## config.mk

```make
export PLATFORM = sky130hd
export DESIGN_NAME = greth_init_sequencer
export DESIGN_NICKNAME = d
export VERILOG_FILES = /design/src/rtl/greth_init_pkg.sv /design/src/rtl/greth_init_rom.sv /design/src/rtl/greth_init_sequencer.sv
export SDC_FILE = /design/constraint.sdc
export NUM_CORES = 1
export LEC_CHECK = 0
export ABC_AREA = 1
export CAP_MARGIN = 20
export CORE_MARGIN = 4
export CORE_UTILIZATION = 40
export CTS_CLUSTER_DIAMETER = 120
export DETAILED_ROUTE_END_ITERATION = 8
export PLACE_DENSITY_LB_ADDON = 0.15
export SETUP_SLACK_MARGIN = 0.5
export SYNTH_ARGS = -nofsm -noshare
export SYNTH_HDL_FRONTEND = slang
export SYNTH_SLANG_ARGS = --single-unit
```

## constraint.sdc

```tcl
create_clock -name clk -period 2.5 [get_ports clk]
set_input_delay 0.25 -clock clk [delete_from_list [all_inputs] [get_ports clk]]
set_output_delay 0.25 -clock clk [all_outputs]
set_load 0.02 [all_outputs]
```

## src/rtl/greth_init_pkg.sv

```systemverilog
// Types and default command table for the GRETH bring-up sequencer.
package greth_init_pkg;

  localparam int CMD_ADDR_W  = 8;
  localparam int CMD_DATA_W  = 32;
  localparam int TABLE_DEPTH = 8;

  typedef enum logic [1:0] {
    OP_WRITE = 2'd0,
    OP_POLL  = 2'd1,
    OP_DELAY = 2'd2,
    OP_END   = 2'd3
  } op_e;

  typedef struct packed {
    op_e                   op;
    logic [CMD_ADDR_W-1:0] addr;
    logic [CMD_DATA_W-1:0] data;
    logic [CMD_DATA_W-1:0] mask;
  } cmd_t;

  typedef enum logic [2:0] {
    ST_IDLE,
    ST_FETCH,
    ST_SETUP,
    ST_ACCESS,
    ST_POLL_WAIT,
    ST_DELAY,
    ST_DONE,
    ST_ERROR
  } state_e;

  localparam cmd_t GRETH_INIT_TABLE [0:TABLE_DEPTH-1] = '{
    '{op: OP_WRITE, addr: 8'h04, data: 32'h0000_0A0B, mask: 32'h0000_0000},
    '{op: OP_WRITE, addr: 8'h08, data: 32'h0C0D_0E0F, mask: 32'h0000_0000},
    '{op: OP_POLL,  addr: 8'h10, data: 32'h0000_0000, mask: 32'h0000_0008},
    '{op: OP_WRITE, addr: 8'h14, data: 32'h4000_0000, mask: 32'h0000_0000},
    '{op: OP_WRITE, addr: 8'h18, data: 32'h4000_0400, mask: 32'h0000_0000},
    '{op: OP_DELAY, addr: 8'h00, data: 32'h0000_0010, mask: 32'h0000_0000},
    '{op: OP_WRITE, addr: 8'h00, data: 32'h0000_0003, mask: 32'h0000_0000},
    '{op: OP_END,   addr: 8'h00, data: 32'h0000_0000, mask: 32'h0000_0000}
  };

  function automatic logic poll_hit(input logic [CMD_DATA_W-1:0] rd, input cmd_t cmd);
    return (rd & cmd.mask) == cmd.data;
  endfunction

endpackage

```

## src/rtl/greth_init_rom.sv

```systemverilog
// Combinational command lookup; indices past the table read as END.
module greth_init_rom
  import greth_init_pkg::*;
#(
  parameter int IDX_W = 3
)(
  input  logic [IDX_W-1:0] i_idx,
  output cmd_t             o_cmd
);

  always_comb begin
    o_cmd = '{op: OP_END, addr: '0, data: '0, mask: '0};
    for (int i = 0; i < TABLE_DEPTH; i++) begin
      if (int'(i_idx) == i) o_cmd = GRETH_INIT_TABLE[i];
    end
  end

endmodule

```

## src/rtl/greth_init_sequencer.sv

```systemverilog
// APB master that walks the GRETH bring-up command table after reset.
//   state     | meaning
//   IDLE      | waiting for start after reset
//   FETCH     | latch command at idx and dispatch on its op
//   SETUP     | APB setup phase (psel=1, penable=0)
//   ACCESS    | APB access phase, held until pready
//   POLL_WAIT | idle gap before re-reading a POLL register
//   DELAY     | fixed wait from command data[15:0]
//   DONE      | sequence completed, done held
//   ERROR     | slave error or poll timeout, error held
module greth_init_sequencer
  import greth_init_pkg::*;
#(
  parameter  int ADDR_W       = 8,
  parameter  int DATA_W       = 32,
  parameter  int NUM_CMDS     = 8,
  parameter  int POLL_TIMEOUT = 1024,
  parameter  int POLL_GAP     = 4,
  localparam int IDX_W        = (NUM_CMDS > 1) ? $clog2(NUM_CMDS) : 1
)(
  input  logic              clk,
  input  logic              reset,
  input  logic              start,
  output logic              psel,
  output logic              penable,
  output logic              pwrite,
  output logic [ADDR_W-1:0] paddr,
  output logic [DATA_W-1:0] pwdata,
  input  logic [DATA_W-1:0] prdata,
  input  logic              pready,
  input  logic              pslverr,
  output logic              busy,
  output logic              done,
  output logic              error,
  output logic [IDX_W-1:0]  err_idx
);

  localparam int PC_W  = $clog2(POLL_TIMEOUT + 1);
  localparam int CNT_W = (PC_W > 16) ? PC_W : 16;
  localparam int GAP_W = (POLL_GAP > 1) ? $clog2(POLL_GAP) : 1;
  localparam logic [GAP_W-1:0] GAP_LOAD  = GAP_W'((POLL_GAP > 1) ? POLL_GAP - 1 : 0);
  localparam logic [IDX_W-1:0] IDX_LAST  = IDX_W'(NUM_CMDS - 1);
  localparam logic [CNT_W-1:0] POLL_LAST = CNT_W'(POLL_TIMEOUT - 1);

  state_e           r_state, w_state_nxt;
  cmd_t             r_cmd, w_cmd;
  logic [IDX_W-1:0] r_idx, r_err_idx;
  logic [CNT_W-1:0] r_cnt, w_dly_load;
  logic [GAP_W-1:0] r_gap;
  logic [15:0]      w_dly;
  logic             w_last, w_hit, w_poll_more, w_poll_miss, w_idle_like;

  greth_init_rom #(.IDX_W(IDX_W)) u_rom (
    .i_idx (r_idx),
    .o_cmd (w_cmd)
  );

  assign w_last      = (r_idx == IDX_LAST);
  assign w_hit       = poll_hit(CMD_DATA_W'(prdata), r_cmd);
  assign w_poll_miss = (r_cmd.op == OP_POLL) && !w_hit;
  // r_cnt holds reads already missed, so one more read is allowed below TIMEOUT-1
  assign w_poll_more = (r_cnt < POLL_LAST);
  assign w_dly       = w_cmd.data[15:0];
  assign w_dly_load  = (w_dly == 16'd0) ? '0 : CNT_W'(w_dly - 16'd1);
  assign w_idle_like = (r_state == ST_IDLE) || (r_state == ST_DONE) || (r_state == ST_ERROR);

  always_ff @(posedge clk) begin
    if (!reset) r_state <= ST_IDLE;
    else        r_state <= w_state_nxt;
  end

  always_comb begin
    w_state_nxt = r_state;
    case (r_state)
      ST_IDLE, ST_DONE, ST_ERROR: if (start) w_state_nxt = ST_FETCH;
      ST_FETCH: begin
        case (w_cmd.op)
          OP_WRITE, OP_POLL: w_state_nxt = ST_SETUP;
          OP_DELAY:          w_state_nxt = ST_DELAY;
          default:           w_state_nxt = ST_DONE;
        endcase
      end
      ST_SETUP:  w_state_nxt = ST_ACCESS;
      ST_ACCESS: begin
        if (pready) begin
          if (pslverr)          w_state_nxt = ST_ERROR;
          else if (w_poll_miss) w_state_nxt = w_poll_more ? ST_POLL_WAIT : ST_ERROR;
          else                  w_state_nxt = w_last ? ST_DONE : ST_FETCH;
        end
      end
      ST_POLL_WAIT: if (r_gap == '0) w_state_nxt = ST_SETUP;
      ST_DELAY:     if (r_cnt == '0) w_state_nxt = w_last ? ST_DONE : ST_FETCH;
      default:      w_state_nxt = ST_IDLE;
    endcase
  end

  always_ff @(posedge clk) begin
    if (!reset) begin
      r_cmd     <= '{op: OP_WRITE, addr: '0, data: '0, mask: '0};
      r_idx     <= '0;
      r_cnt     <= '0;
      r_gap     <= '0;
      r_err_idx <= '0;
    end else begin
      if (w_idle_like && start) begin
        r_idx     <= '0;
        r_cnt     <= '0;
        r_err_idx <= '0;
      end
      if (r_state == ST_FETCH) begin
        r_cmd <= w_cmd;
        if (w_cmd.op == OP_DELAY) r_cnt <= w_dly_load;
      end
      if (r_state == ST_ACCESS && pready) begin
        if (pslverr) begin
          r_err_idx <= r_idx;
        end else if (w_poll_miss) begin
          if (w_poll_more) begin
            r_cnt <= r_cnt + CNT_W'(1);
            r_gap <= GAP_LOAD;
          end else begin
            r_err_idx <= r_idx;
          end
        end else begin
          r_cnt <= '0;
          if (!w_last) r_idx <= r_idx + IDX_W'(1);
        end
      end
      if (r_state == ST_POLL_WAIT && r_gap != '0) r_gap <= r_gap - GAP_W'(1);
      if (r_state == ST_DELAY) begin
        if (r_cnt != '0)  r_cnt <= r_cnt - CNT_W'(1);
        else if (!w_last) r_idx <= r_idx + IDX_W'(1);
      end
    end
  end

  always_comb begin
    psel    = (r_state == ST_SETUP) || (r_state == ST_ACCESS);
    penable = (r_state == ST_ACCESS);
    pwrite  = psel && (r_cmd.op == OP_WRITE);
    paddr   = psel ? ADDR_W'(r_cmd.addr) : '0;
    pwdata  = psel ? DATA_W'(r_cmd.data) : '0;
    busy    = !w_idle_like;
    done    = (r_state == ST_DONE);
    error   = (r_state == ST_ERROR);
    err_idx = r_err_idx;
  end

endmodule
```

Word-level counts from Yosys, hierarchy flattened --
Cells that the tools add are included. Widths: inputs -> output; s select.
Storage, ports and cells: flip-flop bits (word level) 101, memory bits (writable) 0, bits in read-only memories 0, input port bits 37, bits in latches 0, logic and storage cells 114, memories kept 0
Cells by class: order comparisons 1, $mul 0, bitwise logic cells 1, equal/unequal tests 24, reduce and logical (&&, ||, !) cells 26, muxes and demuxes 48, shift-type cells 0, add/sub/neg operators 5, divide/modulo/power cells 0
Operator list (number):
- $mux 74 | 8
- $mux 16 | 10
- $mux 3 | 20
- $and 32x32->32 | 1
- $eq 32x32->1 | 1
- $logic_not 16->1 | 2
- $mux 32 | 1
- $sub 16x1->16 const B | 2
- $eq 3x3->1 const B | 9
- $pmux 3 s6 | 1
- $add 16x1->16 const B | 1
- $lt 16x10->1 const B | 1
- $reduce_bool 16->1 | 1
- $eq 3x2->1 const B | 4
- $mux 2 | 6
- $mux 8 | 1
- $reduce_and 4->1 | 2
- $reduce_bool 2->1 | 4
- $eq 3x1->1 const B | 2
- $logic_not 2->1 | 3
- $logic_not 3->1 | 2
- $ne 2x2->1 const B | 3
- $pmux 3 s2 | 1
- $logic_and 1x1->1 | 5
- other kinds (9) | 14

Longest topological paths before layout --
depth in word-level cells 19, gate-level depth with buffers 13, gate-level depth less buffers 12

By module --
Synthesis repeated with hierarchy kept, for this count alone.
Unflattened totals: cells, all modules 981, area, all modules 6303.5 sq um
Modules (own cells, without submodules):
- greth_init_sequencer | sequential area each 2021.9 sq um, times used 1, area an instance 5711.7 sq um, cells each 892
- greth_init_rom | sequential area each 0.0 sq um, times used 1, area an instance 591.8 sq um, cells each 89

Worst setup path after synthesis --
No wires, ideal clock.
path type reg2reg, from register r_idx[2], to register r_cnt[2], cell stages (with the launch flop) 11, data required time 2.429 ns, arrival time 1.878 ns, setup time 0.071 ns, path buffers 1, setup slack 0.551 ns, cell sequence dfxtp_1 -> buf_2 -> inv_1 -> ha_1 -> nor4_1 -> nand2_1 -> ha_1 -> or2_0 -> nand3_1 -> nand2_1 -> a21oi_1
On the way: word-level cells in the longest chain between the ends 19
Ends and longest elaborated chain:
- start, declared | line greth_init_sequencer.sv:47 | logic [IDX_W-1:0] r_idx, r_err_idx;
- start signal, assigned | line greth_init_sequencer.sv:126 | if (!w_last) r_idx <= r_idx + IDX_W'(1);
- start signal, assigned | line greth_init_sequencer.sv:132 | else if (!w_last) r_idx <= r_idx + IDX_W'(1);
- $logic_not 3->1 | line greth_init_rom.sv:14 | if (int'(i_idx) == i) o_cmd = GRETH_INIT_TABLE[i];
- $mux 74 (7 in series) | line greth_init_rom.sv:14
- $mux 74 * | line greth_init_rom.sv:14
- $sub 16x1->16 or $logic_not 16->1 (tied branches) | line greth_init_sequencer.sv:64 | assign w_dly_load = (w_dly == 16'd0) ? '0 : CNT_W'(w_dly - 16'd1);
- $mux 16 | line greth_init_sequencer.sv:64
- $mux 16 * | line greth_init_sequencer.sv:112 | if (w_cmd.op == OP_DELAY) r_cnt <= w_dly_load;
- $mux 16 * | line greth_init_sequencer.sv:110 | if (r_state == ST_FETCH) begin
- $mux 16 | line greth_init_sequencer.sv:118 | if (w_poll_more) begin
- $mux 16 | line greth_init_sequencer.sv:117 | end else if (w_poll_miss) begin
- $mux 16 | line greth_init_sequencer.sv:115 | if (pslverr) begin
- $mux 16 * | line greth_init_sequencer.sv:114 | if (r_state == ST_ACCESS && pready) begin
- $mux 16 | line greth_init_sequencer.sv:131 | if (r_cnt != '0) r_cnt <= r_cnt - CNT_W'(1);
- $mux 16 * | line greth_init_sequencer.sv:130 | if (r_state == ST_DELAY) begin
- end signal, assigned | line greth_init_sequencer.sv:112
- end signal, assigned | line greth_init_sequencer.sv:119 | r_cnt <= r_cnt + CNT_W'(1);
- end signal, assigned | line greth_init_sequencer.sv:131
- end, declared | line greth_init_sequencer.sv:48 | logic [CNT_W-1:0] r_cnt, w_dly_load;
Mark *: on every way between the ends. The rest lies on a longest branch, timed or not. A chain may end at the register's enable or synchronous reset.

Worst setup path in the final report --
from register r_idx[0], to register r_cnt[2]
Same word-level chain as after synthesis.

==> impl_metrics.toml <==
[pwr]
p_int_mw = 1.327
clkPwrFrac_pct = 23.6
power_frac_seq_pct = 31.9
vdd.ir_drop.worst_mv = 0.4273
total_power_mw = 2.341
power_leakage_nw = 1.784
power.share.combinational_pct = 44.5
p_per_area_nw_per_um2 = 637.1
switchingPower_mw = 1.013
power.share.switching_pct = 43.29

[cells_and_area]
n_antenna_cell = 0
syn2layout_area_growth_pct = 19.45
drive_gt1_share_pct = 17.58
final_cells = 611
fin_area_sq_um = 3674
nNetsFinal = 560

[yosys]
ys_ff_latch = 38
synth_most_common_cell = "nand2_1"
synth_edf_count = 0
synth_top_area_share_pct = 24.74
syn_area_sq_um = 3075
yosysTopAreaCell = "dfxtp_1"
yosysWarnings = 0
postSynthAreaPerCell_sq_um = 6.516
synth-main-ff-cell = "dfxtp_1"
syn_inst = 472
yosys-top-cells-area = "dfxtp_1 (25%), nand2_1 (11%), buf_4 (8.1%)"
yosysUniqueCellTypes = 36
yosysSeqAreaShare_pct = 24.74
synthTopCellsByCount = "nand2_1 (89), nor2_1 (61), inv_1 (52)"
synthArstFlopShare_pct = 0

[timing]
slew_viol_final = 0
fin_setup_tns_ps = 0
hold_violations = 0
rsz0062_at_grt = "true"
period_needed_ps = 1924
finalSetupViolCount = 0
clock.fmax_ghz = 0.5196
skew_ps = 10.55
finalCritPeriodShare_pct = 76.98

[setup_path]
start_kind = "register"
worstPathMaxFanout = 6
end_kind = "register"
critPathRequiredTime_ps = 2730
criticalPathCategory = "register to register"
worstPathArrival_ps = 2160

[die]
io-pin-count = 86
initial_core_util_pct = 41.73
dieWidth_microns = 95.69
rows = 31
coreArea_sq_um = 7370
dieArea_sq_um = 9156
die-height_microns = 95.69

[clocking]
cts_buffer_depth = 2
cts_hold_buf = 0
cts_sinks = 38
insertion_delay_ps = 300
path_clk_slew_ps = 90
numCtsBuffers = 5
htree_levels = 2
cts_tree = "built"
cts_root_buffer = "clkbuf_8"

[route]
drtIter0Drc = 175
via_count = 2990
wl_per_cell_microns = 12.77
drc = 0
dr.pass1.iters = 5
routed_wl_microns = 7805
postRouteAntennaNets = 0
vias_per_cell = 4.894

[outcome]
status = "finished clean"

[grt]
grt_pass1_vias = 2624
grt_pass1_wl_microns = 12500
antenna_found_initial = 0
grt_overflow = 0
grt_max_degree = 19
grt_use_total_pct = 17.27

[place]
globalplace.congestion = 0.8795
place_inst = 590
placed_area_sq_um = 3351
hpwl_microns = 5774
portBuffers = 31

[run]
drv_cap = 0

[worst_hold_path]
hp-class = "register to register"
-- cell usage in the layout (no fill, tap or decap), drive strengths merged, types with 6 or more instances in the layout --
master / Yosys / layout
buf: 40 / 23
dfxtp: 38 / 38
dlygate4sd2: 0 / 10
ha: 12 / 12
conb: 1 / 23
nor3: 7 / 7
nand3: 26 / 26
o21ai: 34 / 34
xor2: 8 / 8
a21oi: 42 / 42
dlymetal6s2s: 0 / 7
or2: 6 / 6
inv: 62 / 62
nand4: 7 / 7
nor2: 72 / 72
nand2: 96 / 96
clkdlybuf4s50: 0 / 14
o211ai: 6 / 6
-- critical path, cell delays in order (launching register included) --
cell	delay, ps
dfxtp_4	390
inv_1	70
ha_2	230
nor4_4	300
nand2_2	110
ha_1	270
or2_0	220
nand3_1	90
nand2_1	60
a21oi_1	110
-- through the flow --
| stage | hold WS, ps | setup slack, ps | util [%] |
|---|---|---|---|
| floorplan | 388.4 | 551.2 | - |
| global placement | 453.2 | 333.9 | 45.47 |
| detailed placement | 460.0 | 296.4 | 45.47 |
| CTS | 473.6 | 497.9 | 47.56 |
| global route | 497.4 | 433.2 | 49.85 |
| finish | 469.0 | 575.6 | 49.85 |
-- sequential cells by signal, indices dropped and copies added (netlist names) --
name and count:
r_cmd 11, r_idx 3, r_gap 2, err_idx 3, r_cnt 16, r_state 3
-- repair_timing --
item                                    CTS  global route
setup buffers                             3            10
resized for setup                        18            31
pin swaps                                 3             9
endpoints found under the setup margin   16            29
-- path summary, 6_finish.rpt --
| check | startpoint | endpoint | slack (ps) | depth (start not counted) |
|---|---|---|---|---|
| worst max-delay path | r_idx[0] | r_cnt[2] | 580 | 9 |
| worst min-delay path | r_cmd[68] | r_cmd[68] | 470 | 2 |
| worst max register to register | r_idx[0] | r_cnt[2] | 580 | 9 |
| worst min register to register | r_cmd[68] | r_cmd[68] | 470 | 2 |
-- per-layer routing --
metal	up-vias	GRT usage [%]	share of wire (%)	wire length, microns
met4	0	3.910	0.76	59
met1	1348	24.59	47	3672
met5	-	0	0	0
met2	88	27.68	46	3578
met3	5	2.210	6.3	494
li1	1549	-	-	-
-- cell families after synthesis --
| family | count (synthesis) | share of synthesized area [%] |
|---|---|---|
| AOI/OAI and AO/OA | 91 | 16.48 |
| buffers and inverters | 106 | 17.86 |
| and+or+nand+nor | 215 | 33.36 |
| DFF | 38 | 24.74 |
| other | 1 | 0.1219 |
| adders and majority gates | 12 | 4.882 |
| xor gates and xnor gates | 9 | 2.563 |
-- power by group through the flow --
stage                     clock [mW]  combinational (mW)  sequential [mW]
final                          0.552                1.04            0.746
after global routing           0.581                1.15            0.755
after CTS                      0.563                1.02            0.743
after detailed placement           0                1.03            0.758
after global placement             0                1.02            0.757
after floorplan                    0               0.764            0.741
-- final cells by class --
| class | count | area, sq um |
|---|---|---|
| Tap cell | 99 | 123.9 |
| Inverter | 62 | 235.2 |
| Clock inverter | 3 | 45.04 |
| Multi-Input combinational cell | 350 | 1941 |
| Fill cell | 750 | 3696 |
| Sequential cell | 38 | 772.0 |
| Clock buffer | 5 | 68.82 |
| Timing Repair Buffer | 54 | 488.0 |
No activity file was read; power rests on OpenSTA's default activity.
